==> config.mk <==
export PLATFORM = sky130hd
export DESIGN_NAME = vga_fb_arbiter_flat
export DESIGN_NICKNAME = d
export VERILOG_FILES = /design/src/rtl/vga_fb_arbiter_if.sv /design/src/rtl/vga_fb_arbiter.sv /design/src/flat_wrapper.sv
export SDC_FILE = /design/constraint.sdc
export NUM_CORES = 1
export LEC_CHECK = 0
export CORE_ASPECT_RATIO = 0.6
export CORE_UTILIZATION = 54
export CTS_BUF_LIST = sky130_fd_sc_hd__clkbuf_8 sky130_fd_sc_hd__clkbuf_16
export DETAILED_ROUTE_END_ITERATION = 8
export PLACE_DENSITY = 0.81
export REMOVE_ABC_BUFFERS = 1
export SLEW_MARGIN = 20
export SYNTH_ARGS = -nofsm -noshare
export SYNTH_HDL_FRONTEND = slang
export SYNTH_SLANG_ARGS = --single-unit
==> constraint.sdc <==
create_clock -name clk -period 3.05 [get_ports clk]
set_input_delay 0.4575 -clock clk [delete_from_list [all_inputs] [get_ports clk]]
set_output_delay 0.4575 -clock clk [all_outputs]
set_load 0.05 [all_outputs]
==> src/rtl/vga_fb_arbiter_if.sv <==
// Write-request handshake and framebuffer RAM bus shared by vga_fb_arbiter and its neighbours.
// With FB_DOUBLE_BUFFER_EN the RAM address gains a bank MSB.
interface vga_fb_arbiter_if #(
    parameter int ADDR_W = 15,
    parameter int DATA_W = 8
);
`ifdef FB_DOUBLE_BUFFER_EN
    localparam int MEM_AW = ADDR_W + 1;
`else
    localparam int MEM_AW = ADDR_W;
`endif

    logic              wr_valid;
    logic              wr_ready;
    logic [ADDR_W-1:0] wr_addr;
    logic [DATA_W-1:0] wr_data;
    logic [MEM_AW-1:0] mem_addr;
    logic              mem_we;
    logic [DATA_W-1:0] mem_wdata;
    logic [DATA_W-1:0] mem_rdata;

    modport slave (
        input  wr_valid, wr_addr, wr_data, mem_rdata,
        output wr_ready, mem_addr, mem_we, mem_wdata
    );

    modport master (
        output wr_valid, wr_addr, wr_data, mem_rdata,
        input  wr_ready, mem_addr, mem_we, mem_wdata
    );
endinterface

==> src/rtl/vga_fb_arbiter.sv <==
// Framebuffer port arbiter: scan-out fetch owns the RAM during visible video, queued MCU
// writes drain in blanking. Optional front/back banking under FB_DOUBLE_BUFFER_EN.
module vga_fb_arbiter #(
    parameter int H_DISPLAY_START = 144,
    parameter int V_DISPLAY_START = 35,
    parameter int FB_W            = 160,
    parameter int FB_H            = 120,
    parameter int SCALE_SHIFT     = 2,
    parameter int ADDR_W          = 15,
    parameter int DATA_W          = 8,
    parameter int FIFO_DEPTH      = 4
) (
    input  logic              clk,
    input  logic              reset_n,
    input  logic [10:0]       hcount,
    input  logic [9:0]        vcount,
    input  logic              active_video,
`ifdef FB_DOUBLE_BUFFER_EN
    input  logic              swap_req,
    output logic              front_bank,
`endif
    vga_fb_arbiter_if.slave   bus,
    output logic [DATA_W-1:0] pixel_rgb,
    output logic              pixel_active,
    output logic [2:0]        fifo_level
);
`ifdef FB_DOUBLE_BUFFER_EN
    localparam int MEM_AW = ADDR_W + 1;
`else
    localparam int MEM_AW = ADDR_W;
`endif
    localparam int PTR_W  = $clog2(FIFO_DEPTH);
    localparam int STAGES = 3;

    typedef enum logic [1:0] {SLOT_IDLE, SLOT_FETCH, SLOT_WRITE} slot_e;

    slot_e             slot;
    logic              push, pop;
    logic [PTR_W:0]    wr_ptr, rd_ptr;
    logic [ADDR_W-1:0] fifo_addr [FIFO_DEPTH];
    logic [DATA_W-1:0] fifo_data [FIFO_DEPTH];
    logic [10:0]       hoff;
    logic [9:0]        voff;
    logic [ADDR_W-1:0] col, row, fetch_addr;
    logic [MEM_AW-1:0] fetch_word, head_word;
    logic [STAGES:1]   vld_pipe;

    assign bus.wr_ready = (fifo_level != 3'(FIFO_DEPTH));
    assign push         = bus.wr_valid && bus.wr_ready;
    assign pop          = (slot == SLOT_WRITE);

    // Pops look only at the registered level, so a fresh entry waits one cycle.
    always_comb begin
        slot = SLOT_IDLE;
        if (active_video)          slot = SLOT_FETCH;
        else if (fifo_level != '0) slot = SLOT_WRITE;
    end

    assign hoff       = hcount - 11'(H_DISPLAY_START);
    assign voff       = vcount - 10'(V_DISPLAY_START);
    assign col        = ADDR_W'(hoff >> SCALE_SHIFT);
    assign row        = ADDR_W'(voff >> SCALE_SHIFT);
    assign fetch_addr = row * ADDR_W'(FB_W) + col;

`ifdef FB_DOUBLE_BUFFER_EN
    logic fifo_bank [FIFO_DEPTH];
    logic swap_pend;
    logic swap_now;

    assign swap_now   = swap_pend && (hcount == '0) && (vcount == '0);
    assign fetch_word = {front_bank, fetch_addr};
    assign head_word  = {fifo_bank[rd_ptr[PTR_W-1:0]], fifo_addr[rd_ptr[PTR_W-1:0]]};

    always_ff @(posedge clk or negedge reset_n) begin
        if (!reset_n) begin
            front_bank <= 1'b0;
            swap_pend  <= 1'b0;
        end else if (swap_now) begin
            front_bank <= ~front_bank;
            swap_pend  <= 1'b0;
        end else if (swap_req) begin
            swap_pend  <= 1'b1;
        end
    end

    // Tag each entry with the bank that was back when it was accepted.
    always_ff @(posedge clk)
        if (push) fifo_bank[wr_ptr[PTR_W-1:0]] <= ~front_bank;
`else
    assign fetch_word = fetch_addr;
    assign head_word  = fifo_addr[rd_ptr[PTR_W-1:0]];
`endif

    always_ff @(posedge clk) begin
        if (push) begin
            fifo_addr[wr_ptr[PTR_W-1:0]] <= bus.wr_addr;
            fifo_data[wr_ptr[PTR_W-1:0]] <= bus.wr_data;
        end
    end

    always_ff @(posedge clk or negedge reset_n) begin
        if (!reset_n) begin
            wr_ptr     <= '0;
            rd_ptr     <= '0;
            fifo_level <= '0;
        end else begin
            if (push) wr_ptr <= wr_ptr + 1'b1;
            if (pop)  rd_ptr <= rd_ptr + 1'b1;
            fifo_level <= fifo_level + 3'(push) - 3'(pop);
        end
    end

    always_ff @(posedge clk or negedge reset_n) begin
        if (!reset_n) begin
            bus.mem_addr  <= '0;
            bus.mem_we    <= 1'b0;
            bus.mem_wdata <= '0;
        end else begin
            bus.mem_we <= 1'b0;
            case (slot)
                SLOT_FETCH: bus.mem_addr <= fetch_word;
                SLOT_WRITE: begin
                    bus.mem_addr  <= head_word;
                    bus.mem_wdata <= fifo_data[rd_ptr[PTR_W-1:0]];
                    bus.mem_we    <= 1'b1;
                end
                default: ;
            endcase
        end
    end

    // Read data lands two cycles after the slot; blank the pixel when that slot was not visible.
    always_ff @(posedge clk or negedge reset_n) begin
        if (!reset_n) begin
            vld_pipe  <= '0;
            pixel_rgb <= '0;
        end else begin
            vld_pipe  <= {vld_pipe[STAGES-1:1], active_video};
            pixel_rgb <= vld_pipe[STAGES-1] ? bus.mem_rdata : '0;
        end
    end

    assign pixel_active = vld_pipe[STAGES];
endmodule

==> src/flat_wrapper.sv <==
// flat-port wrapper written by rule: the top's interface ports become plain ports
module vga_fb_arbiter_flat 
#(
    parameter int H_DISPLAY_START = 144,
    parameter int V_DISPLAY_START = 35,
    parameter int FB_W            = 160,
    parameter int FB_H            = 120,
    parameter int SCALE_SHIFT     = 2,
    parameter int ADDR_W          = 15,
    parameter int DATA_W          = 8,
    parameter int FIFO_DEPTH      = 4
)
  (clk, reset_n, hcount, vcount, active_video, pixel_rgb, pixel_active, fifo_level, bus_wr_valid, bus_wr_addr, bus_wr_data, bus_mem_rdata, bus_wr_ready, bus_mem_addr, bus_mem_we, bus_mem_wdata);
  vga_fb_arbiter_if #(.ADDR_W(ADDR_W), .DATA_W(DATA_W)) bus_i ();
  input  logic clk;
  input  logic reset_n;
  input  logic [10:0] hcount;
  input  logic [9:0] vcount;
  input  logic active_video;
  output logic [DATA_W-1:0] pixel_rgb;
  output logic pixel_active;
  output logic [2:0] fifo_level;
  input wire logic [$bits(bus_i.wr_valid)-1:0] bus_wr_valid;
  input wire logic [$bits(bus_i.wr_addr)-1:0] bus_wr_addr;
  input wire logic [$bits(bus_i.wr_data)-1:0] bus_wr_data;
  input wire logic [$bits(bus_i.mem_rdata)-1:0] bus_mem_rdata;
  output wire logic [$bits(bus_i.wr_ready)-1:0] bus_wr_ready;
  output wire logic [$bits(bus_i.mem_addr)-1:0] bus_mem_addr;
  output wire logic [$bits(bus_i.mem_we)-1:0] bus_mem_we;
  output wire logic [$bits(bus_i.mem_wdata)-1:0] bus_mem_wdata;
  assign bus_i.wr_valid = bus_wr_valid;
  assign bus_i.wr_addr = bus_wr_addr;
  assign bus_i.wr_data = bus_wr_data;
  assign bus_i.mem_rdata = bus_mem_rdata;
  assign bus_wr_ready = bus_i.wr_ready;
  assign bus_mem_addr = bus_i.mem_addr;
  assign bus_mem_we = bus_i.mem_we;
  assign bus_mem_wdata = bus_i.mem_wdata;
  vga_fb_arbiter #(.H_DISPLAY_START(H_DISPLAY_START), .V_DISPLAY_START(V_DISPLAY_START), .FB_W(FB_W), .FB_H(FB_H), .SCALE_SHIFT(SCALE_SHIFT), .ADDR_W(ADDR_W), .DATA_W(DATA_W), .FIFO_DEPTH(FIFO_DEPTH)) u_core (.clk(clk), .reset_n(reset_n), .hcount(hcount), .vcount(vcount), .active_video(active_video), .bus(bus_i), .pixel_rgb(pixel_rgb), .pixel_active(pixel_active), .fifo_level(fifo_level));
endmodule
## Word-level counts from Yosys, hierarchy flattened

Memories as Yosys holds them, arrays and structs flattened. A register that Yosys moved wholly into a read port is not among the register bits.
Cells that the tools add are included.

| word-level totals | value |
|---|---|
| memories | 2 |
| word-level logic and storage cells | 31 |
| bits in writable memories | 92 |
| input bits | 56 |
| bits in latches | 0 |
| output and inout bits | 37 |
| memory bits (read-only) | 0 |
| register bits | 36 |

| cells by class | value |
|---|---|
| shift-type cells | 0 |
| reduce and logical (&&, ||, !) cells | 4 |
| bitwise logic cells | 0 |
| order comparisons | 0 |
| eq/ne operators | 3 |
| muxes and demuxes | 7 |
| $add $sub $neg | 7 |
| divide/modulo/power cells | 0 |
| $mul | 1 |

Memory list:

| name | words | bits a word | rd ports | clocked after memory_dff | wr ports | line | text |
|---|---|---|---|---|---|---|---|
| u_core.fifo_addr | 4 | 15 | 1 | 0 | 1 | vga_fb_arbiter.sv:40 | `logic [ADDR_W-1:0] fifo_addr [FIFO_DEPTH];` |
| u_core.fifo_data | 4 | 8 | 1 | 1 | 1 | vga_fb_arbiter.sv:41 | `logic [DATA_W-1:0] fifo_data [FIFO_DEPTH];` |

Operator list:

| cell | count |
|---|---|
| one-hot mux 15 bit (2 select lines) | 1 |
| adder 15 x 9 -> 15 bit | 1 |
| subtractor 11 x 8 -> 11 bit (second input constant) | 1 |
| multiplier 8 x 3 -> 10 bit (second input constant) | 1 |
| subtractor 10 x 6 -> 10 bit (second input constant) | 1 |
| two-way mux 8 bit | 1 |
| adder 3 x 1 -> 3 bit (second input constant) | 2 |
| two-way mux 2 bit | 2 |
| adder 3 x 1 -> 3 bit | 1 |
| two-way mux 1 bit | 3 |
| != test 3 bit (second input constant) | 1 |
| nonzero test 3 bit | 1 |
| subtractor 3 x 1 -> 3 bit | 1 |
| == test 2 x 1 -> 1 bit (second input constant) | 1 |
| == test 2 bit (second input constant) | 1 |
| nonzero test 2 bit | 1 |
| logical AND 1 bit | 1 |
| zero test 1 bit | 1 |

## Logic depth before layout (Yosys ltp)

| depth | value |
|---|---|
| word-level depth | 5 |
| mapped depth | 14 |
| mapped depth without buffers | 14 |

## Least setup slack after synthesis

Ideal clock, no wire load.

| timing path | value |
|---|---|
| kind | input to register |
| from | input vcount[0] |
| to | register u_core.bus.mem_addr[14] |
| data arrival time | 3.166 ns |
| setup slack | -0.236 ns |
| stages on the path | 11 |
| library setup time | 0.120 ns |
| path buffers | 0 |
| data required time | 2.930 ns |
| cell sequence | a2111o_1 -> xor2_1 -> ha_1 -> ha_1 -> inv_1 -> fa_1 -> nand2b_1 -> or3_1 -> nor2_1 -> nand4_1 -> a31o_1 |

| between the ends | value |
|---|---|
| longest elaborated chain between the ends | 4 |

Ends and longest elaborated chain:

| item | line | text |
|---|---|---|
| from (decl) | flat_wrapper.sv:18 | `input logic [9:0] vcount;` |
| subtractor 10 x 6 -> 10 bit | vga_fb_arbiter.sv:60 | `assign voff = vcount - 10'(V_DISPLAY_START);` |
| multiplier 8 x 3 -> 10 bit | vga_fb_arbiter.sv:63 | `assign fetch_addr = row * ADDR_W'(FB_W) + col;` |
| adder 15 x 9 -> 15 bit | vga_fb_arbiter.sv:63 |  |
| one-hot mux 15 bit (2 select lines) | vga_fb_arbiter.sv:120 | `case (slot)` |
| to (signal assigned) | vga_fb_arbiter.sv:121 | `SLOT_FETCH: bus.mem_addr <= fetch_word;` |
| to (signal assigned) | vga_fb_arbiter.sv:123 | `bus.mem_addr <= head_word;` |
| to (decl) | vga_fb_arbiter_if.sv:24 | `output wr_ready, mem_addr, mem_we, mem_wdata` |

No other way between the ends.
A chain may end at the register's enable or synchronous reset.

## Final worst setup path

| timing path | value |
|---|---|
| from | input vcount[3] |
| to | register u_core.bus.mem_addr[14] |

Same word-level chain as after synthesis.

==> summary.md <==
| Metric | Value |
|---|---|
| Cell variety after synth | `39` |
| Most frequent cells in the layout | `edfxtp_1, clkdlybuf4s50_1, buf_4, dfrtp_1, mux4_2` |
| Worst-path clk slew | `around 60 ps` |
| Total wire length | `~12 mm` |
| Port Buffer Count | `90` |
| CTS buffer count | `17` |
| Seq pwr share | `approximately 36%` |
| Number of global-route vias before repair | `~3.9k` |
| Drt initial violations | `283` |
| Leak Pwr | `about 0.0031 uW` |
| Worst Setup End Kind | `flop` |
| Maximum number of pins on one net before global-route repair | `43` |
| Die X | `about 140 um` |
| CP arrival | `around 3300 ps` |
| DR vias/cell | `5.50` |
| Clock Tree Buf Depth | `2` |
| Busiest layer in global routing | `met2` |
| Synth warn | `0` |
| Slowest stage cell, crit path | `or3_4` |
| RePlAce Congestion | `0.776` |
| Worst Hold Class | `primary input to async pin` |
| Clock share of power | `~27%` |
| IO Pins | `93` |
| Clock Latency Late Sink | `410 ps` |
| ANT nets after route | `0` |
| Register area share after synthesis | `between 60% and 70%` |
| Pre-CTS setup slack | `-718 ps` |
| Pwr Density | `~950 mW/mm2` |
| Initial Util | `55.6%` |
| CTS H-tree lvls | `4` |
| Synth Cell Area | `approximately 0.0059 mm2` |
| M2 GR Usage | `between 30% and 40%` |
| Final worst path period share | `98.6%` |
| Post-DP HPWL | `approximately 7.8 mm` |
| GR Layer Usage met1 | `between 30% and 40%` |
| Cell-internal power | `between 5000 and 6000 uW` |
| # setup viols final | `0` |
| Gr ovfl total | `0` |
| Syn Area/Cell | `15.6 um2` |
| Nets | `roughly 590` |
| Crit path from | `vcount[3]` |
| Post-synth ARST share | `31.3%` |
| Most common cell after layout, fill and taps aside | `edfxtp_1` |
| All-layer global routing usage | `24.0%` |
| Final Hold Vio Count | `0` |
| Comb power frac | `between 30 and 40%` |
| Hold buffers post-CTS | `0` |
| Slew HR | `a little over half` |
| Outcome | `finished clean` |
| Die area | `between 0.01 and 0.015 mm2` |
| Core Rows | `29` |
| Number of flops mapped to enable cells by yosys | `between 90 and 100` |
| CTS tree | `built` |
| Share of cells above drive strength 1 | `roughly 25%` |
| Cells after Synth | `about 380` |
| Final worst setup slack | `43.4 ps` |
| Drt pass-1 iters | `4` |
| FF+latch count, synth | `~130` |
| First-pass GRT wire length | `slightly below 20 mm` |
| # DRC | `0` |
| Peak supply drop | `0.000870 V` |
| Die Y | `82.9 um` |
| Prevailing post-synth register cell | `edfxtp_1` |
| Switch share | `34.0%` |
| Antenna Cells | `0` |
| CP delay by family, top | `adder cells` |
| Worst reg2reg path startpoint | `u_core.fifo_level[1]$_DFF_PN0_` |
| Critical Path RT | `about 3400 ps` |
| Root Driver | `clkbuf_16` |
| CTS Sinks | `approximately 130` |
| Buf/Inv on CP | `2` |
| Synthesis-to-finish area growth | `35.1%` |
| Vias post-DR | `about 3.7k` |
| DR WL/cell | `~19 um` |
| Slew Limit Fails | `0` |
| P_sw | `around 2600 uW` |
| Skew final | `around 11 ps` |
| Cell Chain, Critical Path | `clkdlybuf4s15_1 > a2111o_1 > xor2_2 > ha_1 > ha_4 > inv_2 > fa_2 > xnor2_4 > nand2b_4 > or3_4 > nor2_4 > nand4_1 > a31o_1` |
| Crit Path Max Fanout | `2` |
| Flop-to-flop setup slack | `slightly below 1000 ps` |
| Least-Margin Pin Slew | `688 ps` |
| Total Power | `around 7600 uW` |
| WS Path Type | `primary input to flop` |
| Antenna violations before repair | `0` |
| Max stage delay on crit path | `approximately 420 ps` |
| Min cycle time layout | `approximately 3000 ps` |
| Maxcap violations | `0` |
| Setup crit start kind | `primary input` |
| Core Box Area | `0.0106 mm2` |
| Met3 global-route usage | `under 10%` |
| Fmax | `approximately 0.33 GHz` |
[metal layers]
layer / share of wire [%] / up-vias / wire length (um)
met2: 49 / 128 / 6090
met4: 0.50 / 0 / 63
met5: 0 / - / 0
li1: - / 1684 / -
met1: 44 / 1835 / 5550
met3: 6.3 / 8 / 782
[worst reg2reg max path, delay by kind of cell, from the launching register on]
| kind | cells | cell delay [ps] |
|---|---|---|
| AND/OR/NAND/NOR | 3 | 550 |
| flip-flops | 1 | 480 |
| adder cells (fa/ha/maj) | 2 | 590 |
| buffers and inverters | 1 | 50 |
| XOR/XNOR | 2 | 290 |
[flip-flops by register name, indices dropped and copies added (netlist names), 2 cells and up]
signal / cells
u_core.fifo_level: 3
u_core.rd_ptr: 2
u_core.wr_ptr: 2
u_core.pixel_rgb: 8
u_core.vld_pipe: 3
u_core.fifo_addr: 60
u_core.bus.mem_wdata: 8
u_core.bus.mem_addr: 15
u_core.fifo_data: 32
[metrics by stage]
step                      area, um2  instances  util (%)  hold WS (ps)  setup TNS (ps)
after floorplan                5820        362         -           162           -7080
after global placement         7190        630      67.9           341           -2550
final                          7950        665      75.1          51.0               0
after CTS                      7870        663      74.3           275               0
after global routing           7950        665      75.1          83.8           -82.2
after detailed placement       7190        630      67.9           341           -2960
[cells in the mapped netlist (3+ instances only)]
master / count / area (um2)
a211oi_1: 7 / 52.6
a21o_1: 3 / 22.5
a21oi_1: 15 / 75.1
and2_1: 10 / 62.6
and3_1: 5 / 31.3
buf_2: 3 / 15.0
clkbuf_1: 12 / 45.0
dfrtp_1: 42 / 1050
edfxtp_1: 92 / 2760
fa_1: 3 / 60.1
ha_1: 19 / 238
inv_1: 15 / 56.3
mux2_2: 8 / 90.1
mux2i_1: 9 / 90.1
mux4_2: 23 / 518
nand2_1: 20 / 75.1
nand2b_1: 6 / 37.5
nor2_1: 9 / 33.8
nor2b_1: 9 / 56.3
o21ai_0: 12 / 60.1
xnor2_1: 17 / 149
xor2_1: 14 / 123
[cell type report]
cell class | count | area [um2]
Fill cell | 635 | 2640
Tap cell | 139 | 174
Inverter | 15 | 56.3
Multi-Input combinational cell | 213 | 2080
Clock buffer | 22 | 539
Sequential cell | 134 | 3810
Timing Repair Buffer | 132 | 1200
Clock inverter | 10 | 85.1
[path summary, 6_finish.rpt]
path | depth (start not counted) | end
min in group clk | 0 | u_core.vld_pipe[2]$_DFF_PN0_
min | 1 | u_core.bus.mem_addr[7]$_DFFE_PN0P_
max | 13 | u_core.bus.mem_addr[14]$_DFFE_PN0P_
max reg2reg | 8 | u_core.fifo_level[2]$_DFF_PN0_
max in group asynchronous | 1 | u_core.rd_ptr[0]$_DFFE_PN0P_
min reg2reg | 0 | u_core.vld_pipe[2]$_DFF_PN0_
[cells by family after synthesis]
group	Yosys count	share of synthesized area [%]
compound gates	48	5.12
xor+xnor	32	4.89
fa+ha+maj	22	5.06
buf+inv	31	2.04
flops	134	64.8
mux	40	11.9
simple gates	71	6.27
[power groups by stage]
stage / clock [uW] / combinational [uW] / sequential [uW]
after global placement: 0 / 2620 / 2730
after detailed placement: 0 / 2680 / 2760
after CTS: 2120 / 2740 / 2730
after floorplan: 0 / 1130 / 3330
final: 2080 / 2790 / 2720
after global routing: 2200 / 2980 / 2780
[repair_timing]
| item | in CTS | in global routing |
|---|---|---|
| cloned | 0 | 0 |
| pin swaps | 9 | 14 |
| resized for setup | 20 | 18 |
| setup endpoints to repair | 3 | 3 |
| buffers inserted | 1 | 2 |
No activity file was read; power rests on OpenSTA's default activity.
